### src/rtl/div_unit.sv
// rtl/div_unit.sv - iterative radix-2 divider for RV32M div/divu/rem/remu
//
// Ports:
//   clk_i    clock, rising edge
//   rst_ni   asynchronous active-low reset
//   start_i  launch request, accepted in IDLE or DONE when kill_i is low
//   op_i     00 div, 01 divu, 10 rem, 11 remu
//   a_i      dividend, sampled on accept
//   b_i      divisor, sampled on accept
//   kill_i   flush; aborts any operation, takes priority over start_i
//   busy_o   high while iterating (state CALC)
//   valid_o  one-cycle pulse with the result on res_o
//   res_o    quotient or remainder, held until the next valid_o
module div_unit #(
    parameter int DATA_WIDTH = 32
) (
    input  logic                  clk_i,
    input  logic                  rst_ni,
    input  logic                  start_i,
    input  logic [1:0]            op_i,
    input  logic [DATA_WIDTH-1:0] a_i,
    input  logic [DATA_WIDTH-1:0] b_i,
    input  logic                  kill_i,
    output logic                  busy_o,
    output logic                  valid_o,
    output logic [DATA_WIDTH-1:0] res_o
);
    localparam int W  = DATA_WIDTH;
    localparam int CW = $clog2(DATA_WIDTH + 1);
    localparam logic [W-1:0] MIN_NEG = {1'b1, {(W-1){1'b0}}};

    typedef enum logic [1:0] {
        IDLE,
        CALC,
        DONE
    } state_t;

    state_t         state;
    logic           rem_sel;   // 1: result is the remainder
    logic           q_neg;
    logic           r_neg;
    logic [W-1:0]   quot;      // holds the dividend, shifted out MSB-first as quotient bits enter
    logic [W-1:0]   divisor;
    logic [W:0]     rem;
    logic [CW-1:0]  count;

    // Operand preparation
    logic           is_signed;
    logic           a_neg;
    logic           b_neg;
    logic [W-1:0]   a_mag;
    logic [W-1:0]   b_mag;
    logic           div_zero;
    logic           overflow;
    logic [W-1:0]   special_res;

    always_comb begin
        is_signed   = ~op_i[0];
        a_neg       = is_signed & a_i[W-1];
        b_neg       = is_signed & b_i[W-1];
        // |0x80000000| wraps to 0x80000000, which is exactly 2^31 read as unsigned
        a_mag       = a_neg ? (-a_i) : a_i;
        b_mag       = b_neg ? (-b_i) : b_i;
        div_zero    = (b_i == '0);
        overflow    = is_signed & (a_i == MIN_NEG) & (&b_i);
        if (div_zero) begin
            special_res = op_i[1] ? a_i : '1;
        end else begin
            special_res = op_i[1] ? '0 : MIN_NEG;
        end
    end

    // One restoring-division step
    logic [W:0]     rem_shift;
    logic [W+1:0]   diff;
    logic           take;
    logic [W:0]     rem_next;
    logic [W-1:0]   quot_next;
    logic [W-1:0]   mag_res;
    logic [W-1:0]   fin_res;

    always_comb begin
        rem_shift = {rem[W-1:0], quot[W-1]};
        // rem[W] is always zero between steps; it acts as the guard bit of the trial subtract
        diff      = {rem[W], rem_shift} - {2'b00, divisor};
        take      = ~diff[W+1];
        rem_next  = take ? diff[W:0] : rem_shift;
        quot_next = {quot[W-2:0], take};
        // Final result is formed from the last step's outputs so it lands with the DONE transition
        mag_res   = rem_sel ? rem_next[W-1:0] : quot_next;
        fin_res   = (rem_sel ? r_neg : q_neg) ? (-mag_res) : mag_res;
    end

    assign busy_o = (state == CALC);

    always_ff @(posedge clk_i or negedge rst_ni) begin
        if (!rst_ni) begin
            state   <= IDLE;
            rem_sel <= 1'b0;
            q_neg   <= 1'b0;
            r_neg   <= 1'b0;
            quot    <= '0;
            divisor <= '0;
            rem     <= '0;
            count   <= '0;
            valid_o <= 1'b0;
            res_o   <= '0;
        end else begin
            valid_o <= 1'b0;
            if (kill_i) begin
                state <= IDLE;
            end else begin
                case (state)
                    IDLE, DONE: begin
                        if (start_i) begin
                            rem_sel <= op_i[1];
                            q_neg   <= (op_i == 2'b00) & (a_i[W-1] ^ b_i[W-1]);
                            r_neg   <= (op_i == 2'b10) & a_i[W-1];
                            count   <= CW'(W);
                            if (div_zero || overflow) begin
                                res_o   <= special_res;
                                valid_o <= 1'b1;
                                state   <= DONE;
                            end else begin
                                quot    <= a_mag;
                                divisor <= b_mag;
                                rem     <= '0;
                                state   <= CALC;
                            end
                        end else begin
                            state <= IDLE;
                        end
                    end
                    CALC: begin
                        quot  <= quot_next;
                        rem   <= rem_next;
                        count <= count - 1'b1;
                        if (count == CW'(1)) begin
                            res_o   <= fin_res;
                            valid_o <= 1'b1;
                            state   <= DONE;
                        end
                    end
                    default: state <= IDLE;
                endcase
            end
        end
    end
endmodule

### config.mk
export PLATFORM = sky130hd
export DESIGN_NAME = div_unit
export DESIGN_NICKNAME = d
export VERILOG_FILES = /design/src/rtl/div_unit.sv
export SDC_FILE = /design/constraint.sdc
export NUM_CORES = 1
export LEC_CHECK = 0
export ABC_AREA = 1
export BUFFER_PORTS_ARGS = -buffer_cell sky130_fd_sc_hd__buf_2
export CELL_PAD_IN_SITES_DETAIL_PLACEMENT = 2
export CELL_PAD_IN_SITES_GLOBAL_PLACEMENT = 2
export CORE_MARGIN = 2
export CORE_UTILIZATION = 34
export CTS_CLUSTER_SIZE = 12
export DETAILED_ROUTE_END_ITERATION = 6
export PLACE_DENSITY_LB_ADDON = 0.1
export SLEW_MARGIN = 20
export SYNTH_ARGS = -nofsm -noshare
export SYNTH_HDL_FRONTEND = slang
export SYNTH_SLANG_ARGS = --single-unit
### constraint.sdc
create_clock -name clk_i -period 3.45 [get_ports clk_i]
set_input_delay 0.5175 -clock clk_i [delete_from_list [all_inputs] [get_ports clk_i]]
set_output_delay 0.5175 -clock clk_i [all_outputs]
set_load 0.005 [all_outputs]
==> out/metrics.yaml <==
status: "finished with violations"
violations: "capacitance limit, slew limit, setup timing"
setup_slack_ns: -0.634
finalHoldViolations: 0
internal_power_w: 0.00781
reg2reg_from: "divisor[25]$_DFFE_PN0P_"
cap_violations: 1
max_freq_ghz: 0.245
synth.net_count: 2018
syn2layout_area_growth_pct: 42.8
cts.sinks: 141
busiest_layer: "met2"
numCtsBuffers: 17
synth_area_um2: 12300
grt_usage_pct: 41.6
rsz0062_at_grt: "yes"
grt_pass1_vias: 18000
p_leak_nw: 8.65
use_met3_pct: 7.46
worst_pin_slew_ns: 1.52
vias: 17200
worstPathArrival_ns: 4.50
gp_congestion: 0.890
grt-ovfl-total: 0
finalPower_w: 0.0177
synth_seq_area_share_pct: 28.8
cts_tree: "done"
crit_fanout: 10
p_per_area_nw_per_um2: 1010
sw_frac_of_total_pct: 55.8
met2_usage_pct: 70.3
wl_per_cell_um: 34.5
clockBufferDepth: 2
num_io_pins: 104
final_area_um2: 17500
die_area_um2: 37600
max_slew_margin_pct: -1.07
ctsHtreeMaxLevel: 4
post_dp_cell_area_um2: 14600
vdd_drop_max_mv: 0.542
start_kind: "flip-flop"
fp.coreArea_um2: 35600
clk_pin_slew_ns: 0.08
synth_area_leaders: "dfrtp_1 29%, nand2_1 15%, inv_1 7.9%, nand3_1 6.9%, nor2_1 5.9%"
place_inst: 2598
p_seq_share_pct: 16.1
skew_ns: 0.0377
drt-initial-drc-count: 1755
min_from: "b_i[18]"
endpoint_kind: "flip-flop"
insertion_delay_ns: 0.53
netlist_instances: 1909
dieWidth_um: 194
dp_slack_ns: -0.375
layout-drive-gt1-share_pct: 34.4
period_needed_ns: 4.08
portBuffers: 103
firstDrtPassIters: 5
drt-total-wl_um: 93600
use_met1_pct: 49.3
slowest_stage: "dfrtp_1"
crit_type: "reg -> reg"
drc: 0
yosys_warnings: 0
grt_pass1_wl_um: 118000
hpwl_um: 46700
setup_viol: 33
synth_seq_cells: 141
drv_slew: 15
holdWs_ns: 0.428
num_rows: 69
min_period_over_period_pct: 118
cp_slowest_stage_delay_ns: 0.41
synth_cell_types: 55
critPathRequiredTime_ns: 3.87
grt_max_degree: 68
root_buffer: "clkbuf_16"
p_clk_share_pct: 11.8
vias_per_cell: 6.34
yosysTopAreaCell: "dfrtp_1"
synth.avg_cell_area_um2: 6.43
final_cells: 2716
comb_power_share_pct: 72.0
initial_utilization_pct: 34.5
fin_nets: 2349
postRouteAntennaNets: 0
die_h_um: 194
synth.top_cell.area_share_pct: 28.8
antenna_found_initial: 2
hold_class: "in -> reg"
worstSetupStartpoint: "divisor[25]$_DFFE_PN0P_"
power.switching_w: 0.00985
==> synthesized netlist by cell type (all sizes together) <==
master	instances
fa	1
nand4	35
a22o	2
o22ai	21
a32o	1
o21bai	7
nand2b	1
and3	2
dfrtp	141
o2bb2ai	1
or4	2
a31oi	6
clkinv	2
dlygate4sd1	1
o21a	1
and2	3
or2	5
ha	38
o31ai	3
o221ai	2
nor2	207
nand3	184
mux2i	7
nand2	545
o21ai	135
inv	266
nor4	7
a21oi	113
clkbuf	41
buf	22
a221oi	1
xnor2	18
nand3b	8
xor2	32
o211ai	9
a21o	13
nor3	26
==> area by class of cell <==
| type | count | area, um2 |
|---|---|---|
| Fill cell | 4052 | 18000 |
| Multi-Input combinational cell | 1441 | 9020 |
| Sequential cell | 141 | 3540 |
| Timing Repair Buffer | 371 | 2770 |
| Inverter | 268 | 1030 |
| Tap cell | 461 | 577 |
| Clock buffer | 20 | 447 |
| Clock inverter | 12 | 126 |
| Antenna cell | 2 | 5.00 |
==> final timing paths <==
kind / endpoint / cells past startpoint / slack (ns)
worst max-delay path: res_o[30]$_DFFE_PN0P_ / 26 / -0.63
worst min-delay path: divisor[18]$_DFFE_PN0P_ / 4 / 0.43
worst max register to register: res_o[30]$_DFFE_PN0P_ / 26 / -0.63
worst min register to register: res_o[24]$_DFFE_PN0P_ / 2 / 0.52
max in group asynchronous: quot[2]$_DFFE_PN0P_ / 3 / 1.84
min in group asynchronous: rem[22]$_DFFE_PN0P_ / 2 / 0.52
==> routing by layer <==
layer	up-vias	wire length (um)
met5	-	13
met4	2	8520
met3	529	7520
met2	1161	43400
met1	8684	34200
li1	6856	-
==> cells in the final DEF (no fill, tap or decap), drive strengths merged, types with 3 or more instances in the layout <==
| master | Yosys | layout |
|---|---|---|
| nand2 | 545 | 549 |
| buf | 22 | 370 |
| inv | 266 | 272 |
| nor2 | 207 | 207 |
| nand3 | 184 | 185 |
| dfrtp | 141 | 141 |
| o21ai | 135 | 135 |
| a21oi | 113 | 113 |
| ha | 38 | 38 |
| nand4 | 35 | 35 |
| xor2 | 32 | 32 |
| nor3 | 26 | 26 |
| o22ai | 21 | 21 |
| clkbuf | 41 | 20 |
| xnor2 | 18 | 18 |
| a21o | 13 | 13 |
| o211ai | 9 | 9 |
| nand3b | 8 | 8 |
| mux2i | 7 | 7 |
| nor4 | 7 | 7 |
| o21bai | 7 | 7 |
| a31oi | 6 | 6 |
| or2 | 5 | 5 |
| clkinv | 2 | 5 |
| and2 | 3 | 3 |
| o31ai | 3 | 3 |
==> through the flow <==
step	setup TNS, ns	util (%)
floorplan	0	-
CTS	0	46.3
finish	-13.33	49.3
detailed placement	-6.69	40.9
global route	-15.85	49.2
global placement	-1.73	40.9
==> state kept, by name (all words and copies together) (netlist names) <==
signal	flops
q_neg	1
rem	33
count	6
state	2
rem_sel	1
res_o	32
divisor	32
r_neg	1
valid_o	1
quot	32
==> cells by family after synthesis <==
group	synth area share, %
xor+xnor	3.57
buf+inv	10.9
flops	28.8
fa+ha+maj	4.04
simple gates	37.7
mux	0.571
compound gates	14.4
==> power by group through the flow <==
stage / clock (W) / combinational [W] / sequential, W
6_report: 0.00209 / 0.0127 / 0.00285
3_5_place_dp: 0 / 0.00827 / 0.00262
2_1_floorplan: 0 / 0.00466 / 0.00247
4_1_cts: 0.00193 / 0.00983 / 0.00265
3_3_place_gp: 0 / 0.00789 / 0.00259
5_1_grt: 0.00213 / 0.0131 / 0.00284
==> timing repair <==
action | CTS | global route
pin swaps | 54 | 73
cloned | 5 | 1
endpoints found under the setup margin | 30 | 42
hold buffers | 1 | 0
buffers inserted | 48 | 30
hold endpoints to repair | 36 | 0
resized for setup | 182 | 204
==> critical path: cells and delay by family (launching register included) <==
kind                     cells  cell delay, ns
AND/OR/NAND/NOR             17            1.95
adder cells (fa/ha/maj)      1            0.28
AO/OA/AOI/OAI                2            0.40
flip-flops                   1            0.41
buffers and inverters        6            0.90
Note: power is estimated with default switching activity, not from simulation.
